==> src/rtl/seq_counter_prog.sv <==
// rtl/seq_counter_prog.sv - programmable-sequence counter stepping through a writable code table
module seq_counter_prog #(
  parameter int WIDTH = 3,
  parameter int DEPTH = 8,
  parameter int IDXW  = 3
) (
  input  logic             C,
  input  logic             R,
  input  logic             E,
  input  logic             D,
  input  logic [IDXW-1:0]  LAST,
  input  logic             L,
  input  logic [IDXW-1:0]  LI,
  input  logic             WE,
  input  logic [IDXW-1:0]  WA,
  input  logic [WIDTH-1:0] WD,
  output logic [WIDTH-1:0] O,
  output logic [IDXW-1:0]  IDX,
  output logic             TC
);

  logic [WIDTH-1:0] r_table [DEPTH];
  logic [IDXW-1:0]  r_idx;
  logic             r_tc;

  logic [IDXW-1:0]  w_fwd_idx;
  logic [IDXW-1:0]  w_bwd_idx;
  logic [IDXW-1:0]  w_load_idx;
  logic             w_out_of_range;

  // An index beyond LAST (LAST lowered at run time) recovers in a single step in either direction.
  assign w_out_of_range = (r_idx > LAST);
  assign w_fwd_idx      = (r_idx >= LAST) ? '0 : r_idx + IDXW'(1);
  assign w_bwd_idx      = (r_idx == '0 || w_out_of_range) ? LAST : r_idx - IDXW'(1);
  assign w_load_idx     = (LI <= LAST) ? LI : '0;

  always_ff @(negedge C) begin
    if (R) begin
      r_idx <= '0;
      r_tc  <= 1'b0;
      for (int i = 0; i < DEPTH; i++) begin
        r_table[i] <= WIDTH'(i);
      end
    end else begin
      if (WE) begin
        r_table[WA] <= WD;
      end
      if (L) begin
        r_idx <= w_load_idx;
        r_tc  <= 1'b0;
      end else if (E) begin
        if (!D) begin
          r_idx <= w_fwd_idx;
          r_tc  <= (r_idx == LAST);
        end else begin
          r_idx <= w_bwd_idx;
          r_tc  <= (r_idx == '0);
        end
      end else begin
        r_tc <= 1'b0;
      end
    end
  end

  assign O   = r_table[r_idx];
  assign IDX = r_idx;
  assign TC  = r_tc;

endmodule
==> config.mk <==
export PLATFORM = sky130hd
export DESIGN_NAME = seq_counter_prog
export DESIGN_NICKNAME = d
export VERILOG_FILES = /design/src/rtl/seq_counter_prog.sv
export SDC_FILE = /design/constraint.sdc
export NUM_CORES = 1
export LEC_CHECK = 0
export BUFFER_PORTS_ARGS = -buffer_cell sky130_fd_sc_hd__buf_2
export CAP_MARGIN = 30
export CORE_MARGIN = 2
export CORE_UTILIZATION = 39
export CTS_BUF_LIST = sky130_fd_sc_hd__clkbuf_2 sky130_fd_sc_hd__clkbuf_4 sky130_fd_sc_hd__clkbuf_8
export DETAILED_ROUTE_END_ITERATION = 8
export PLACE_DENSITY_LB_ADDON = 0.25
export SLEW_MARGIN = 25
export SYNTH_ARGS = -nofsm -noshare
export SYNTH_HDL_FRONTEND = slang
export SYNTH_SLANG_ARGS = --single-unit
==> constraint.sdc <==
create_clock -name C -period 3.1 [get_ports C]
set_input_delay 0.31 -clock C [delete_from_list [all_inputs] [get_ports C]]
set_output_delay 0.31 -clock C [all_outputs]
set_load 0.05 [all_outputs]
==> impl_metrics.json, run 1 <==
{
  "outcome": "finished with violations",
  "failed_checks": "negative setup slack",
  "rsz0062_at_grt": "true",
  "cap_violations": 0,
  "setup_ws_ns": -0.445,
  "seq_area_sq_um": 865,
  "drc": 0,
  "fin_skew_ns": 0.0107,
  "syn_nets": 179,
  "power.density_nw_per_um2": 546,
  "die_area_sq_um": 5090,
  "detail-route-antenna-nets": 0,
  "power_frac_comb_pct": 20.1,
  "p_sw_uw": 403,
  "gp_congestion": 0.834,
  "synth_cell_types": 38,
  "grt_pass1_vias": 1664,
  "ys_seq_area_share_pct": 48.6,
  "drt-total-wl_mm": 4.09,
  "hold_path_startpoint": "IDX[1]$_SDFFE_NP0N_",
  "slew_headroom_pct": 77.0,
  "antenna_found_initial": 0,
  "ys.flop_type": "edfxtp_1",
  "die-height_microns": 71.4,
  "critical_path_arrival_ns": 3.24,
  "via_count": 1463,
  "numClockSinks": 31,
  "post-route-util_pct": 54.2,
  "synth_cells": 152,
  "peakVddDrop_v": 0.000189,
  "dpl_cell_area_sq_um": 2100,
  "syn_area_sq_um": 1770,
  "fin_nets": 253,
  "seqPwrFrac_pct": 38.8,
  "cts-root-buf": "clkbuf_8",
  "cts_buffers": 5,
  "timing_worst_setup_path_type": "reg -> out",
  "clk_latency_ns": 0.34,
  "portBuffers": 24,
  "initial_core_util_pct": 40.7,
  "core_area_sq_um": 4350,
  "finalSetupViolCount": 3,
  "fin_tns_setup_ns": -1.32,
  "synth-seq-cells": 31,
  "multiInputGateArea_sq_um": 908,
  "grt_util_all_layers_pct": 18.2,
  "postCtsSetupBuffers": 0,
  "via_per_inst": 5.26,
  "avgSynthCellArea_sq_um": 11.6,
  "die_w_microns": 71.4,
  "synth_edf_count": 24,
  "grt_max_degree": 13,
  "required_ns": 2.79,
  "final_max_slew_viol_count": 0,
  "drtIter0Drc": 44,
  "hp-class": "reg -> reg",
  "diodes": 0,
  "num_rows": 24,
  "drive_above_1_share_pct": 34.5,
  "cts_tree": "built",
  "ios": 25,
  "grt_pass1_wl_mm": 7.12,
  "synthToLayoutAreaGrowth_pct": 33.2,
  "avgRoutedWirePerCell_microns": 14.7,
  "startpoint_type": "flop",
  "p_leak_nw": 1.05,
  "dr.pass1.iters": 4,
  "yosys_warnings": 0,
  "stdcell_area_sq_um": 2360,
  "grt_overflow": 0,
  "hold_violations": 0,
  "p_clk_share_pct": 41.1,
  "cts_buffer_depth": 2,
  "crit_path_end_kind": "output pin",
  "async_flop_share_pct": 0,
  "swShare_pct": 31.3,
  "p_int_uw": 885,
  "worst_pin_slew_ns": 0.342,
  "path_clk_slew_ns": 0.04,
  "htree_levels": 2,
  "rr_startpoint": "IDX[0]$_SDFFE_NP0N_",
  "post-dp-hpwl_mm": 3.13,
  "critPathMaxFanout": 6,
  "fillers": 383
}
-- power groups by stage --
stage / sequential, mW / combinational [mW] / clock, mW
2_1_floorplan: 0.509 / 0.165 / 0.0622
3_3_place_gp: 0.504 / 0.238 / 0.0622
3_5_place_dp: 0.506 / 0.245 / 0.0622
4_1_cts: 0.501 / 0.257 / 0.548
5_1_grt: 0.503 / 0.280 / 0.608
6_report: 0.500 / 0.259 / 0.529
-- stage by stage --
stage / hold WS [ns] / setup WS, ns / total power, mW / std cells
global placement: 0.803 / -0.228 / 0.805 / 241
finish: 0.843 / -0.445 / 1.29 / 278
floorplan: 0.923 / -0.0286 / 0.736 / 152
detailed placement: 0.801 / -0.299 / 0.813 / 241
CTS: 0.814 / -0.473 / 1.31 / 278
global route: 0.874 / -0.502 / 1.39 / 278
-- synth_stat cells (2+ instances only) --
cell type / n / area [sq um]
nand2b_1: 7 / 43.8
edfxtp_1: 24 / 721
a31oi_1: 3 / 18.8
o21ai_0: 2 / 10.0
or2_2: 7 / 43.8
and3_1: 2 / 12.5
inv_1: 6 / 22.5
buf_2: 5 / 25.0
nand2_1: 8 / 30.0
mux2_2: 3 / 33.8
xnor2_1: 2 / 17.5
or3_1: 6 / 37.5
nand3b_1: 2 / 15.0
dfxtp_1: 7 / 140
nor4_1: 2 / 12.5
nor2_1: 7 / 26.3
o21bai_1: 2 / 15.0
ha_1: 9 / 113
nor3_1: 9 / 45.0
or3b_1: 2 / 17.5
nand3_1: 3 / 15.0
and2_1: 13 / 81.3
mux4_2: 6 / 135
-- cell type report --
type                    instances  share of cell area [%]
multi-input cells             109                    38.5
flip-flops and latches         31                    36.7
repair buffers                 43                    11.9
clock inverters                33                    6.42
clock buffers                   5                    2.92
well taps                      52                    2.76
inverters                       5                   0.796
-- flip-flops by register name, summed over array words and instances, names as in the netlist, named ones only --
signal / count
IDX: 3
TC: 1
r_table: 24
-- path summary, 6_finish.rpt --
kind                            cells after the start             endpoint  slack, ns
worst max-delay path                                3                 O[1]      -0.45
worst min-delay path                                4  IDX[1]$_SDFFE_NP0N_       0.84
worst max register to register                      8                 flop       1.23
worst min register to register                      4  IDX[1]$_SDFFE_NP0N_       0.84
-- placed cells by master, fill, tap and decap left out, types with 6 or more instances in the layout --
cell and instances:
buf_4 19, ha_1 8, and2_1 13, or3_1 6, nor3_1 7, buf_2 21
mux4_2 6, edfxtp_1 24, nand2_1 7, or2_2 7, inv_1 36, dfxtp_1 6
nand2b_1 7, nor2_1 7
-- cells by family after synthesis --
logic type                 after synthesis  synth area share [%]
buffers and inverters                   12                  2.90
and+or+nand+nor                         72                  23.3
DFF                                     31                  48.6
xor gates and xnor gates                 2                 0.990
muxes                                   10                  10.1
AOI/OAI and AO/OA                       16                  7.70
adders and majority gates                9                  6.36
-- metal layers --
layer | GRT usage [%] | vias up | routed length [microns]
li1 | - | 706 | -
met1 | 18.9 | 698 | 1520
met2 | 31.0 | 48 | 2260
met3 | 5.49 | 11 | 201
met4 | 13.6 | 0 | 117
met5 | 0 | - | 0
-- worst max-delay path, cell delays in order, from the launching register on --
cell     delay, ns
dfxtp_4       0.40
mux4_2        0.52
mux2_4        0.28
buf_6         0.15
-- what timing repair did --
action,4_1_cts,5_1_grt
pin swaps,0,1
hold buffers,0,0
gates resized for setup,7,4
setup endpoints to repair,3,8
No activity file was read; power rests on OpenSTA's default activity.
==> run 2, diff against run 1 <==
--- a/config.mk
+++ b/config.mk
@@ -12,6 +12,7 @@
 export CTS_BUF_LIST = sky130_fd_sc_hd__clkbuf_2 sky130_fd_sc_hd__clkbuf_4 sky130_fd_sc_hd__clkbuf_8
 export DETAILED_ROUTE_END_ITERATION = 8
 export PLACE_DENSITY_LB_ADDON = 0.25
+export SETUP_SLACK_MARGIN = 0.1
 export SLEW_MARGIN = 25
 export SYNTH_ARGS = -nofsm -noshare
 export SYNTH_HDL_FRONTEND = slang
==> run 2 against run 1 <==
Net effect: largest cell class unchanged; routed wire length is 0.93% higher; global-route usage decreased by 0.71 points; critical endpoint unchanged; clock-buffer cell count is the same; clock skew about the same; first-iteration DRC count grew 66%; worst setup slack improved by 0.0078 ns; cell count rose by 1.4%; clock power shrank 12%; via count decreased by 1.6%; the run still ends with negative setup slack left; critical path depth unchanged; die area did not move.
==> impl_metrics.json, run 2 (synthesized netlist as in run 1, its figures left out) <==
{
  "rr_startpoint": "IDX[0]$_SDFFE_NP0N_",
  "timing.hold.ws_ns": 0.833,
  "p_sw_uw": 424,
  "core_area_sq_um": 4350,
  "drive_above_1_share_pct": 35.7,
  "hp-class": "reg -> reg",
  "final_common_cell": "inv_1",
  "cts-root-buf": "clkbuf_8",
  "seqPwrFrac_pct": 40.2,
  "startpoint_type": "flop",
  "critical_path_arrival_ns": 3.23,
  "grt_pass1_vias": 1534,
  "p_int_uw": 816,
  "gp_congestion": 0.811,
  "peakVddDrop_v": 0.000237,
  "slew_headroom_pct": 72.5,
  "hold_buffers": 0,
  "cts_buffers": 5,
  "p_leak_nw": 1.07,
  "die_area_sq_um": 5090,
  "grt_overflow": 0,
  "grt_util_all_layers_pct": 17.5,
  "critPathMaxFanout": 6,
  "outcome": "finished with violations",
  "post-route-util_pct": 55.3,
  "post-dp-hpwl_mm": 3.06,
  "htree_levels": 2,
  "largest-register": "r_table",
  "critical-path-slowest-cell": "mux4_2",
  "final_max_slew_viol_count": 0,
  "p_clk_share_pct": 37.3,
  "cts_buffer_depth": 2,
  "largest_reg_flops": 24,
  "grt_max_degree": 13,
  "cts_tree": "built",
  "die_w_microns": 71.4,
  "hold_violations": 0,
  "ios": 25,
  "stdcell_area_sq_um": 2410,
  "path_clk_slew_ns": 0.04,
  "detail-route-antenna-nets": 0,
  "via_per_inst": 5.11,
  "dp_slack_ns": -0.265,
  "failed_checks": "negative setup slack",
  "finalSetupViolCount": 3,
  "power_frac_comb_pct": 22.5,
  "power.density_nw_per_um2": 515,
  "fin_nets": 256,
  "initial_core_util_pct": 40.7,
  "r2r_setup_slack_ns": 1.22,
  "drt-total-wl_mm": 4.13,
  "reg2reg_depth": 7,
  "die-height_microns": 71.4,
  "layout_common_cells": "inv_1 (35), edfxtp_1 (24), buf_4 (21)",
  "worst_pin_slew_ns": 0.408,
  "via_count": 1440,
  "required_ns": 2.79,
  "fillers": 358,
  "numClockSinks": 31,
  "timing_worst_setup_path_type": "reg -> out",
  "hold_path_startpoint": "IDX[0]$_SDFFE_NP0N_",
  "clk_latency_ns": 0.35,
  "antenna_found_initial": 0,
  "cap_violations": 0,
  "portBuffers": 24,
  "crit_path_end_kind": "output pin",
  "drc": 0,
  "max_stage_delay_ns": 0.51,
  "rsz0062_at_grt": "true",
  "fin_skew_ns": 0.0108,
  "swShare_pct": 34.2,
  "whs_path_depth": 3,
  "setup_ws_ns": -0.437,
  "synthToLayoutAreaGrowth_pct": 36.0,
  "dr.pass1.iters": 4,
  "num_rows": 24,
  "drtIter0Drc": 73,
  "diodes": 0,
  "dpl_cell_area_sq_um": 2140,
  "avgRoutedWirePerCell_microns": 14.6,
  "crit_path_cell_trace": "mux4_2, mux2_4, buf_6",
  "grt_pass1_wl_mm": 6.74
}
-- run 2: critical path: cells and delay by family (launching register included) --
kind	cells	cell delay, ns
flip-flops	1	0.40
multiplexers	2	0.79
buffers and inverters	1	0.15
-- run 2: what timing repair did --
item | in CTS | in global routing
endpoints found under the setup margin | 4 | 10
setup buffers | 1 | 2
pin swaps | 2 | 6
gates resized for setup | 8 | 6
-- run 2: metal layers --
metal  routed length (microns)  vias to the layer above  share of wire, %  GRT usage, %
met5                         0                        -                 0             0
met2                      2000                       49                48          26.4
met1                      1810                      673                44          21.7
met4                        44                        0               1.1          7.55
met3                       279                        6               6.8          8.02
li1                          -                      712                 -             -
-- run 2: through the flow --
stage,TNS (ns),std cells,power [mW]
2_1_floorplan,-0.0859,152,0.745
3_3_place_gp,-1.78,241,0.814
3_5_place_dp,-2.07,241,0.822
4_1_cts,-1.38,280,1.25
5_1_grt,-1.52,282,1.32
6_report,-1.30,282,1.24
-- run 2: cell type report --
| type | count | area (sq um) | area share (%) |
|---|---|---|---|
| sequential | 31 | 865 | 35.9 |
| clock inverter | 34 | 130 | 5.41 |
| tap | 52 | 65.1 | 2.70 |
| multi-input combinational | 109 | 916 | 38.0 |
| timing repair buffer | 46 | 332 | 13.8 |
| clock buffer | 5 | 68.8 | 2.86 |
| inverter | 5 | 31.3 | 1.30 |
-- run 2: power by group through the flow --
stage          clock, mW  sequential [mW]  combinational, mW
3_3_place_gp      0.0622            0.503              0.249
3_5_place_dp      0.0622            0.504              0.257
6_report           0.463            0.498              0.279
5_1_grt            0.517            0.501              0.299
2_1_floorplan     0.0622            0.510              0.173
4_1_cts            0.476            0.499              0.272
-- run 2: worst max-delay path by stage --
stage / cells after the start / from / end / slack [ns]
floorplan: 3 / flop / O[0] / -0.03
global route: 3 / flop / O[1] / -0.51
global placement: 8 / LAST[2] / flop / -0.25
detailed placement: 8 / LAST[2] / flop / -0.26
CTS: 3 / flop / O[1] / -0.46
finish: 3 / flop / O[1] / -0.44
